--- src/rtl/fifo_asn.sv ---
// fifo_asn: single-clock FIFO with registered read data and an occupancy count.
// FIFO_full/FIFO_empty are decoded from the count, so they reflect the post-edge state.
module fifo_asn #(
    parameter int width = 16,
    parameter int depth = 8
) (
    input  logic             clk_w,
    input  logic             reset,
    input  logic [width-1:0] data_in,
    input  logic             wr_en,
    input  logic             rd_en,
    output logic [width-1:0] data_out,
    output logic             FIFO_full,
    output logic             FIFO_empty
);
    localparam int AW = $clog2(depth);
    localparam logic [AW:0] FULL_CNT = (AW+1)'(depth);

    logic [width-1:0] mem_q [depth];
    logic [AW-1:0]    wptr_q, wptr_d;
    logic [AW-1:0]    rptr_q, rptr_d;
    logic [AW:0]      count_q, count_d;
    logic [width-1:0] data_out_q, data_out_d;
    logic             rd_accept, wr_accept;

    // A write while full is still accepted when a read frees a slot on the same edge;
    // a read while empty is never accepted, so stale memory is never exposed.
    always_comb begin
        rd_accept  = rd_en && (count_q != '0);
        wr_accept  = wr_en && ((count_q != FULL_CNT) || rd_accept);
        wptr_d     = wptr_q;
        rptr_d     = rptr_q;
        count_d    = count_q;
        data_out_d = data_out_q;
        if (wr_accept) begin
            wptr_d = wptr_q + AW'(1);
        end
        if (rd_accept) begin
            rptr_d     = rptr_q + AW'(1);
            data_out_d = mem_q[rptr_q];
        end
        case ({wr_accept, rd_accept})
            2'b10:   count_d = count_q + (AW+1)'(1);
            2'b01:   count_d = count_q - (AW+1)'(1);
            default: count_d = count_q;
        endcase
    end

    always_ff @(posedge clk_w or negedge reset) begin
        if (!reset) begin
            wptr_q     <= '0;
            rptr_q     <= '0;
            count_q    <= '0;
            data_out_q <= '0;
        end else begin
            wptr_q     <= wptr_d;
            rptr_q     <= rptr_d;
            count_q    <= count_d;
            data_out_q <= data_out_d;
        end
    end

    // Storage needs no reset: the count gates every read.
    always_ff @(posedge clk_w) begin
        if (wr_accept) begin
            mem_q[wptr_q] <= data_in;
        end
    end

    assign data_out   = data_out_q;
    assign FIFO_full  = (count_q == FULL_CNT);
    assign FIFO_empty = (count_q == '0);

endmodule

--- config.mk ---
export PLATFORM = sky130hd
export DESIGN_NAME = fifo_asn
export DESIGN_NICKNAME = d
export VERILOG_FILES = /design/src/rtl/fifo_asn.sv
export SDC_FILE = /design/constraint.sdc
export NUM_CORES = 1
export LEC_CHECK = 0
export CAP_MARGIN = 20
export CELL_PAD_IN_SITES_DETAIL_PLACEMENT = 0
export CELL_PAD_IN_SITES_GLOBAL_PLACEMENT = 1
export CORE_UTILIZATION = 25
export DETAILED_ROUTE_END_ITERATION = 10
export PLACE_DENSITY = 0.43
export SYNTH_ARGS = -nofsm -noshare
export SYNTH_HDL_FRONTEND = slang
export SYNTH_SLANG_ARGS = --single-unit
--- constraint.sdc ---
create_clock -name clk_w -period 8.61 [get_ports clk_w]
set_input_delay 1.2915 -clock clk_w [delete_from_list [all_inputs] [get_ports clk_w]]
set_output_delay 1.2915 -clock clk_w [all_outputs]
set_load 0.05 [all_outputs]
==> results of run 1 <==
==> stage by stage <==
step | area, um^2 | hold slack, ns | utilization [%] | power, W | instances
floorplan | 6110 | 0.503 | - | 0.00167 | 355
global placement | 6900 | 0.474 | 29.1 | 0.00195 | 705
detailed placement | 6900 | 0.474 | 29.1 | 0.00196 | 705
CTS | 7450 | 0.488 | 31.5 | 0.00266 | 737
global route | 7470 | 0.509 | 31.5 | 0.00276 | 738
finish | 7470 | 0.478 | 31.5 | 0.00262 | 738
==> metal layers <==
metal | track usage, % | vias to the layer above | wire length, um
met5 | 0 | - | 0
met4 | 4.67 | 0 | 242
met3 | 2.45 | 14 | 475
met2 | 18.7 | 45 | 6460
met1 | 13.9 | 1571 | 5780
li1 | - | 1490 | -
==> state kept, by name, indices dropped and copies added (netlist names) <==
signal and cells:
mem_q 128, data_out 16, rptr_q 3, count_q 4, wptr_q 3
==> placed cells by master (no fill, tap or decap), types with 2 or more instances in the layout <==
cell / n
edfxtp_1: 128
clkdlybuf4s50_1: 37
mux2i_1: 33
mux2_2: 33
nand2_1: 25
dfrtp_1: 25
clkbuf_16: 17
o22ai_1: 16
a221o_1: 16
o21ai_0: 15
buf_4: 11
xnor2_1: 6
nor2_1: 5
inv_1: 5
ha_1: 4
clkinv_4: 4
nor3_2: 3
clkinv_1: 3
inv_6: 3
nor3b_2: 2
xor2_1: 2
clkinvlp_4: 2
==> final cells by class <==
type                    count  area (um^2)  share of cell area, %
multi-input cells         179         1540                   20.6
flip-flops and latches    154         4500                   60.2
repair buffers             49          468                   6.27
well taps                 319          399                   5.34
clock inverters            14          123                   1.64
inverters                   5         18.8                  0.251
clock buffers              18          429                   5.75
==> kinds of logic (layout without fill, tap and decap cells) <==
family / count (synthesis) / count (layout)
xor+xnor: 8 / 8
buf+inv: 22 / 86
flops: 154 / 154
fa+ha+maj: 5 / 5
simple gates: 44 / 44
compound gates: 55 / 55
mux: 67 / 67
==> worst max-delay path: cells and delay by family, from the launching register on <==
family,cells,cell delay [ns]
buffers and inverters,2,0.86
flip-flops,1,0.45
AND/OR/NAND/NOR,1,0.59
==> power by group through the flow <==
| stage | logic [W] | clock network (W) | registers, W |
|---|---|---|---|
| 2_1_floorplan | 0.000500 | 0 | 0.00117 |
| 5_1_grt | 0.000952 | 0.000744 | 0.00107 |
| 4_1_cts | 0.000895 | 0.000715 | 0.00105 |
| 6_report | 0.000877 | 0.000694 | 0.00105 |
| 3_3_place_gp | 0.000888 | 0 | 0.00106 |
| 3_5_place_dp | 0.000895 | 0 | 0.00107 |
==> how the worst min path moves through the flow <==
stage	startpoint	end	cells past startpoint
after floorplan	rptr_q[2]	rptr_q[2]	1
after global placement	data_out[3]	data_out[3]	2
after detailed placement	data_out[15]	data_out[15]	2
after CTS	data_out[15]	data_out[15]	2
after global routing	data_out[5]	data_out[5]	2
final	data_out[15]	data_out[15]	2
==> metrics, run 1 <==
PwrDens=roughly 350 nW/um^2; Worst VDD drop=0.106 mV; P_leak=about 2.6 nW; wire per inst=between 15 and 20 um; Synth area leader=edfxtp_1; post-synthesis sequential area ratio=approximately three quarters; area fraction in compound gates after synthesis=7.11%; RR Startpoint=count_q[1]; Clk pwr share=26.5%; Initial Util=around a quarter; IO Count=38; clk buf depth=2; Net Sw Frac=between 30% and 40%; Die X=around 160 um; mux cell area share after synthesis=a little under an eighth; combinational fraction of design power=33.5%; #FFs+latches synth=between 150 and 200; CP peak stage delay=0.79 ns; FF-to-FF End=count_q[3]; Rows=56; Core ar.=between 20000 and 25000 um^2; n_diodes=0; P&R area growth vs syn=22.3%; XOR/XNOR share of the synthesized area=around 1.1%; max-cap violation count=0; GRT overflow=0; Synth Warn #=0; initial DRC count=approximately 110; hold-fix buffers at CTS=0; P_sw=0.000907 W; post-route ant nets=0; fin crit period=~3.6 ns; fillcell total=approximately 2400; worst setup path startpoint=count_q[1]; largest net degree at the start of global routing=between 60 and 70; Final Max Slew Viols=0; hold crit path type=register to register; area share of the largest cell type after synthesis=between 60 and 70%; vias in the first global route=~3100; Die ar.=~25000 um^2; Overall Global Routing Usage=roughly 11%; Hold Vio Cnt, Final=0; syn_area_per_cell=between 15 and 20 um^2; Slew HR=~29%; first-pass GRT wire length=19500 um; Initial DRT Pass Iterations=4; drt total wl=approximately 13000 um; CTS clock-pin slew for the worst setup and hold paths=~0.070 ns; Worst Setup EP=FIFO_full; CP max-delay cell=clkdlybuf4s50_1; Setup WS pre-CTS=about 4.9 ns; share of power burned in registers=40.1%; synthesized instance count=about 360; TritonCTS clock tree=built; post_cts resized=0; root buffer cell=clkbuf_16; Skew-Pair Late Insertion Delay=~0.42 ns; most instantiated cells after synthesis=edfxtp_1 (128), mux2_2 (33), mux2i_1 (33), dfrtp_1 (26), nand2_1 (25); outcome=complete, no violations; layout net count=~430; H-tree levels=4; worst clock skew=0.0129 ns; setup bufs post-CTS=0; Top FF cell, synth=edfxtp_1; Post-Synth Adder-Cell Area=1.15%; Synth Area in Simple Gates=about 3.4%; share of layout cells above drive strength 1=21.2%; CP required=~7.3 ns; R2R setup slack=6.12 ns; total CTS buffers=17; Setup CP Type=register to output pin; Worst Setup Start Kind=register; r2r worst-path depth=9; via count=~3100; P_int=0.00171 W; CP cell instances=or4b_4, inv_1, clkdlybuf4s50_1; Die H=about 160 um; CTS sink count=between 150 and 200; top-count cell post-synth=edfxtp_1; asr flop ratio synth=around 17%; RSZ-0062 raised after global routing=false; Synth Cell Area=between 6000 and 7000 um^2; setup violators final=0; Arrival @ worst endpoint=around 2.3 ns; setup TNS=0 ns; number of synthesized flops with an enable pin=roughly 130; Fmax=approximately 280 MHz; Yosys cell types=38; endpoint class of the critical path=output pin; initial antenna violation count=0; setup slack after layout=roughly 5 ns; Net Count, Synth=between 300 and 400; IO buf count=37; crit path max fanout=5; combinational family with the most area after synthesis=multiplexers; Worst-Margin Slew=approximately 1.1 ns; HPWL Detailed=about 7400 um; routability cong.=approximately 0.66; DR DRC count=0; period utilisation layout=42.1%; Synth area leaders=edfxtp_1 (63%), dfrtp_1 (11%), mux2_2 (6.1%), mux2i_1 (5.4%), a221o_1 (2.6%); Vias/cell=about 4.2
Power figures use the tool's default switching activity.
==> inputs of run 2 (changes only) <==
PLACE_DENSITY = 0.44   (was 0.43)
clock period = 3 ns   (was 8.61 ns; I/O delays follow)
==> metrics, run 2 (synthesized netlist as in run 1, its figures left out) <==
Skew-Pair Late Insertion Delay=around 0.42 ns; layout net count=440; TritonCTS clock tree=built; crit path max fanout=5; Arrival @ worst endpoint=2.33 ns; hold-fix buffers at CTS=0; initial DRC count=228; FF-to-FF End=count_q[3]; DP Area=between 6000 and 7000 um^2; period utilisation layout=between 90% and 100%; outcome=complete, no violations; total CTS buffers=17; Final Max Slew Viols=0; IO Count=38; fin cells=approximately 750; H-tree levels=4; drt total wl=roughly 13000 um; Worst-Margin Slew=roughly 0.81 ns; DR DRC count=0; Vias/cell=4.27; r2r worst-path depth=8; RR Startpoint=count_q[1]; R2R setup slack=a little under 0.9 ns; routability cong.=0.678; Overall Global Routing Usage=about 11%; multi-input logic area=1530 um^2; Die X=between 150 and 200 um; hold crit path type=primary input to asynchronous set/reset pin; wire per inst=17.4 um; PwrDens=1030 nW/um^2; Die H=158 um; root buffer cell=clkbuf_16; RSZ-0062 raised after global routing=false; Setup CP Type=register to output pin; P_leak=2.67 nW; first-pass GRT wire length=between 20000 and 25000 um; dpl cells=approximately 720; Worst VDD drop=just over 0.3 mV; max reg flops=between 100 and 150; post_cts resized=0; via count=roughly 3200; Fmax=roughly 360 MHz; vias in the first global route=roughly 3400; initial antenna violation count=0; fin crit period=approximately 2.8 ns; setup bufs post-CTS=0; endpoint class of the critical path=output pin; setup TNS=0 ns; share of layout cells above drive strength 1=22.9%; Slew HR=a little under half; storage element area=around 4500 um^2; largest reg by FF count=mem_q; GRT overflow=0; max-cap violation count=0; Core ar.=between 20000 and 25000 um^2; most frequent cells in the layout=edfxtp_1 (128), clkdlybuf4s50_1 (37), mux2i_1 (33), mux2_2 (33); largest net degree at the start of global routing=37; P&R area growth vs syn=24.8%; CTS sink count=approximately 150; HPWL Detailed=about 8300 um; fillcell total=2347; Die ar.=approximately 25000 um^2; clk buf depth=2; Rows=56; CTS clock-pin slew for the worst setup and hold paths=about 0.060 ns; CP required=roughly 2.6 ns; Initial DRT Pass Iterations=4; IO buf count=37; n_diodes=0; final core occ=32.2%; design area=7620 um^2; worst clock skew=0.00722 ns; Hold Vio Cnt, Final=0; setup violators final=0; Worst Setup Start Kind=register; post-route ant nets=0; Initial Util=~26%; commonest non-fill, non-tap cell in the layout=edfxtp_1
==> run 2: through the flow <==
step	setup slack [ns]	power (W)	hold slack (ns)
2_1_floorplan	0.0198	0.00480	0.154
3_3_place_gp	0.500	0.00566	0.461
3_5_place_dp	0.461	0.00569	0.471
4_1_cts	0.181	0.00802	0.446
5_1_grt	0.152	0.00829	0.479
6_report	0.218	0.00786	0.442
==> run 2: how the worst max path moves through the flow <==
stage          startpoint     endpoint
3_3_place_gp        rd_en   count_q[3]
6_report       count_q[1]    FIFO_full
5_1_grt        count_q[1]    FIFO_full
4_1_cts        count_q[1]    FIFO_full
3_5_place_dp        rd_en   count_q[3]
2_1_floorplan  count_q[3]  mem_q[2][0]
==> run 2: area by class of cell <==
cell class	count	area share, %
clock buffer	22	6.22
sequential	154	59.0
multi-input combinational	179	20.1
inverter	5	0.246
clock inverter	10	2.17
timing repair buffer	58	7.09
tap	319	5.24
==> run 2: report_power, final <==
group / total (W) / leakage, nW / internal (W) / switching, W
combinational: 0.00250 / 0.894 / 0.00106 / 0.00144
clock: 0.00230 / 0.303 / 0.00146 / 0.000838
sequential: 0.00306 / 1.47 / 0.00276 / 0.000294
total: 0.00786 / 2.67 / 0.00528 / 0.00258
==> run 2: worst max-delay path: stages, from the launching register on <==
cell             delay [ns]
dfrtp_1                0.46
or4b_4                 0.59
inv_1                  0.07
clkdlybuf4s50_1        0.79
==> run 2: per-layer routing <==
metal | routed length (um) | global-route usage, % | vias to the layer above
met1 | 5850 | 13.9 | 1627
met4 | 246 | 4.95 | 0
met3 | 365 | 2.59 | 16
met5 | 0 | 0 | -
met2 | 6540 | 19.4 | 40
li1 | - | - | 1510
==> inputs of run 3 (changes only) <==
CORE_UTILIZATION = 37   (was 25)
PLACE_DENSITY = 0.61   (was 0.44)
==> metrics, run 3 (synthesized netlist as in run 1, its figures left out) <==
CP required=around 2.6 ns; IO Count=38; hold crit path type=primary input to asynchronous set/reset pin; Pwr Total=0.00768 W; multi-input logic area=~1500 um^2; outcome=complete, no violations; vias in the first global route=about 3300; wire per inst=18.1 um; GRT overflow=0; hold-fix buffers at CTS=0; Overall Global Routing Usage=approximately 15%; most frequent cells in the layout=edfxtp_1 (128), clkdlybuf4s50_1 (37), mux2i_1 (33), mux2_2 (33); Worst VDD drop=between 0.4 and 0.5 mV; met3 wire len=around 350 um; met2 wire len=5930 um; Skew-Pair Late Insertion Delay=between 0.4 and 0.5 ns; Initial DRT Pass Iterations=6; CTS sink count=around 150; setup bufs post-CTS=0; crit path max fanout=5; root buffer cell=clkbuf_16; final core occ=between 40% and 50%; Die H=~130 um; setup violators final=0; TritonCTS clock tree=built; PwrDens=about 1000 nW/um^2; Die X=130 um; DP Area=~6800 um^2; fin crit period=2.76 ns; largest reg by FF count=mem_q; design area=approximately 7400 um^2; Initial Util=a little under two fifths; drt total wl=between 10000 and 15000 um; Worst Setup Start Kind=register; commonest non-fill, non-tap cell in the layout=edfxtp_1; total CTS buffers=17; Vias/cell=about 5.0; Min Hold Slack=approximately 0.43 ns; Die ar.=around 17000 um^2; worst clock skew=0.0130 ns; share of layout cells above drive strength 1=22.8%; clk buf depth=2; P_leak=~2.6 nW; setup TNS=0 ns; initial DRC count=about 130; routability cong.=a little under 0.7; Slew HR=about two fifths; Arrival @ worst endpoint=between 2 and 2.5 ns; WL met1=5100 um; fillcell total=roughly 1400; largest net degree at the start of global routing=42; RSZ-0062 raised after global routing=false; Fmax=between 300 and 400 MHz; layout net count=around 440; period utilisation layout=around 90%; Final Max Slew Viols=0; Worst-Margin Slew=0.881 ns; max-cap violation count=0; HPWL Detailed=6960 um; Setup CP Type=register to output pin; initial antenna violation count=0; Top Metal Used=met4; endpoint class of the critical path=output pin; H-tree levels=4; CTS clock-pin slew for the worst setup and hold paths=~0.06 ns; post_cts resized=0; Hold Vio Cnt, Final=0; first-pass GRT wire length=18200 um; max reg flops=about 130; IO buf count=37; P&R area growth vs syn=21.7%; post-route ant nets=0; n_diodes=0; Core ar.=about 16000 um^2; storage element area=~4500 um^2; DR DRC count=0; Rows=46; via count=approximately 3200
run 3: changes by cell type in the layout (fill, tap and decap cells not counted):
cell / change
clkinv_2: +1
buf_12: -1
buf_4: -2
inv_8: +2
clkbuf_1: -2
inv_6: +2
bufinv_16: -1
clkinv_4: +1
clkbuf_8: -3
run 3: layout make-up:
| type | count | area share [%] |
|---|---|---|
| Inverter | 5 | 0.252 |
| Timing Repair Buffer | 55 | 6.80 |
| Multi-Input combinational cell | 179 | 20.6 |
| Tap cell | 216 | 3.64 |
| Sequential cell | 154 | 60.5 |
| Clock inverter | 15 | 2.54 |
| Clock buffer | 17 | 5.72 |
run 3: where the power goes:
group | internal (W) | switching [W]
clock | 0.00132 | 0.000864
sequential | 0.00276 | 0.000231
combinational | 0.00102 | 0.00148
run 3: per-stage QoR:
step,setup WS (ns),std cells
after detailed placement,0.446,609
after global routing,0.169,641
after floorplan,0.0198,355
after CTS,0.213,641
final,0.237,641
after global placement,0.518,609
run 3: critical path, cell delays in order, from the launching register on:
cell,delay [ns]
dfrtp_1,0.44
or4b_4,0.59
inv_1,0.07
clkdlybuf4s50_1,0.79
run 3: per-layer routing:
metal / up-vias / global-route usage (%)
met3: 16 / 3.34
li1: 1503 / -
met4: 0 / 6.56
met2: 55 / 25.7
met1: 1603 / 18.6
met5: - / 0
run 3: worst paths after layout:
path | from | endpoint | slack, ns | cells past startpoint
setup reg to reg | count_q[1] | count_q[3] | 0.85 | 8
setup / recovery | count_q[1] | FIFO_full | 0.24 | 3
min in group clk_w | data_out[7] | data_out[7] | 0.47 | 2
max in group asynchronous | reset | rptr_q[0] | 2.25 | 2
hold / removal | reset | data_out[0] | 0.43 | 2
hold reg to reg | data_out[7] | data_out[7] | 0.47 | 2
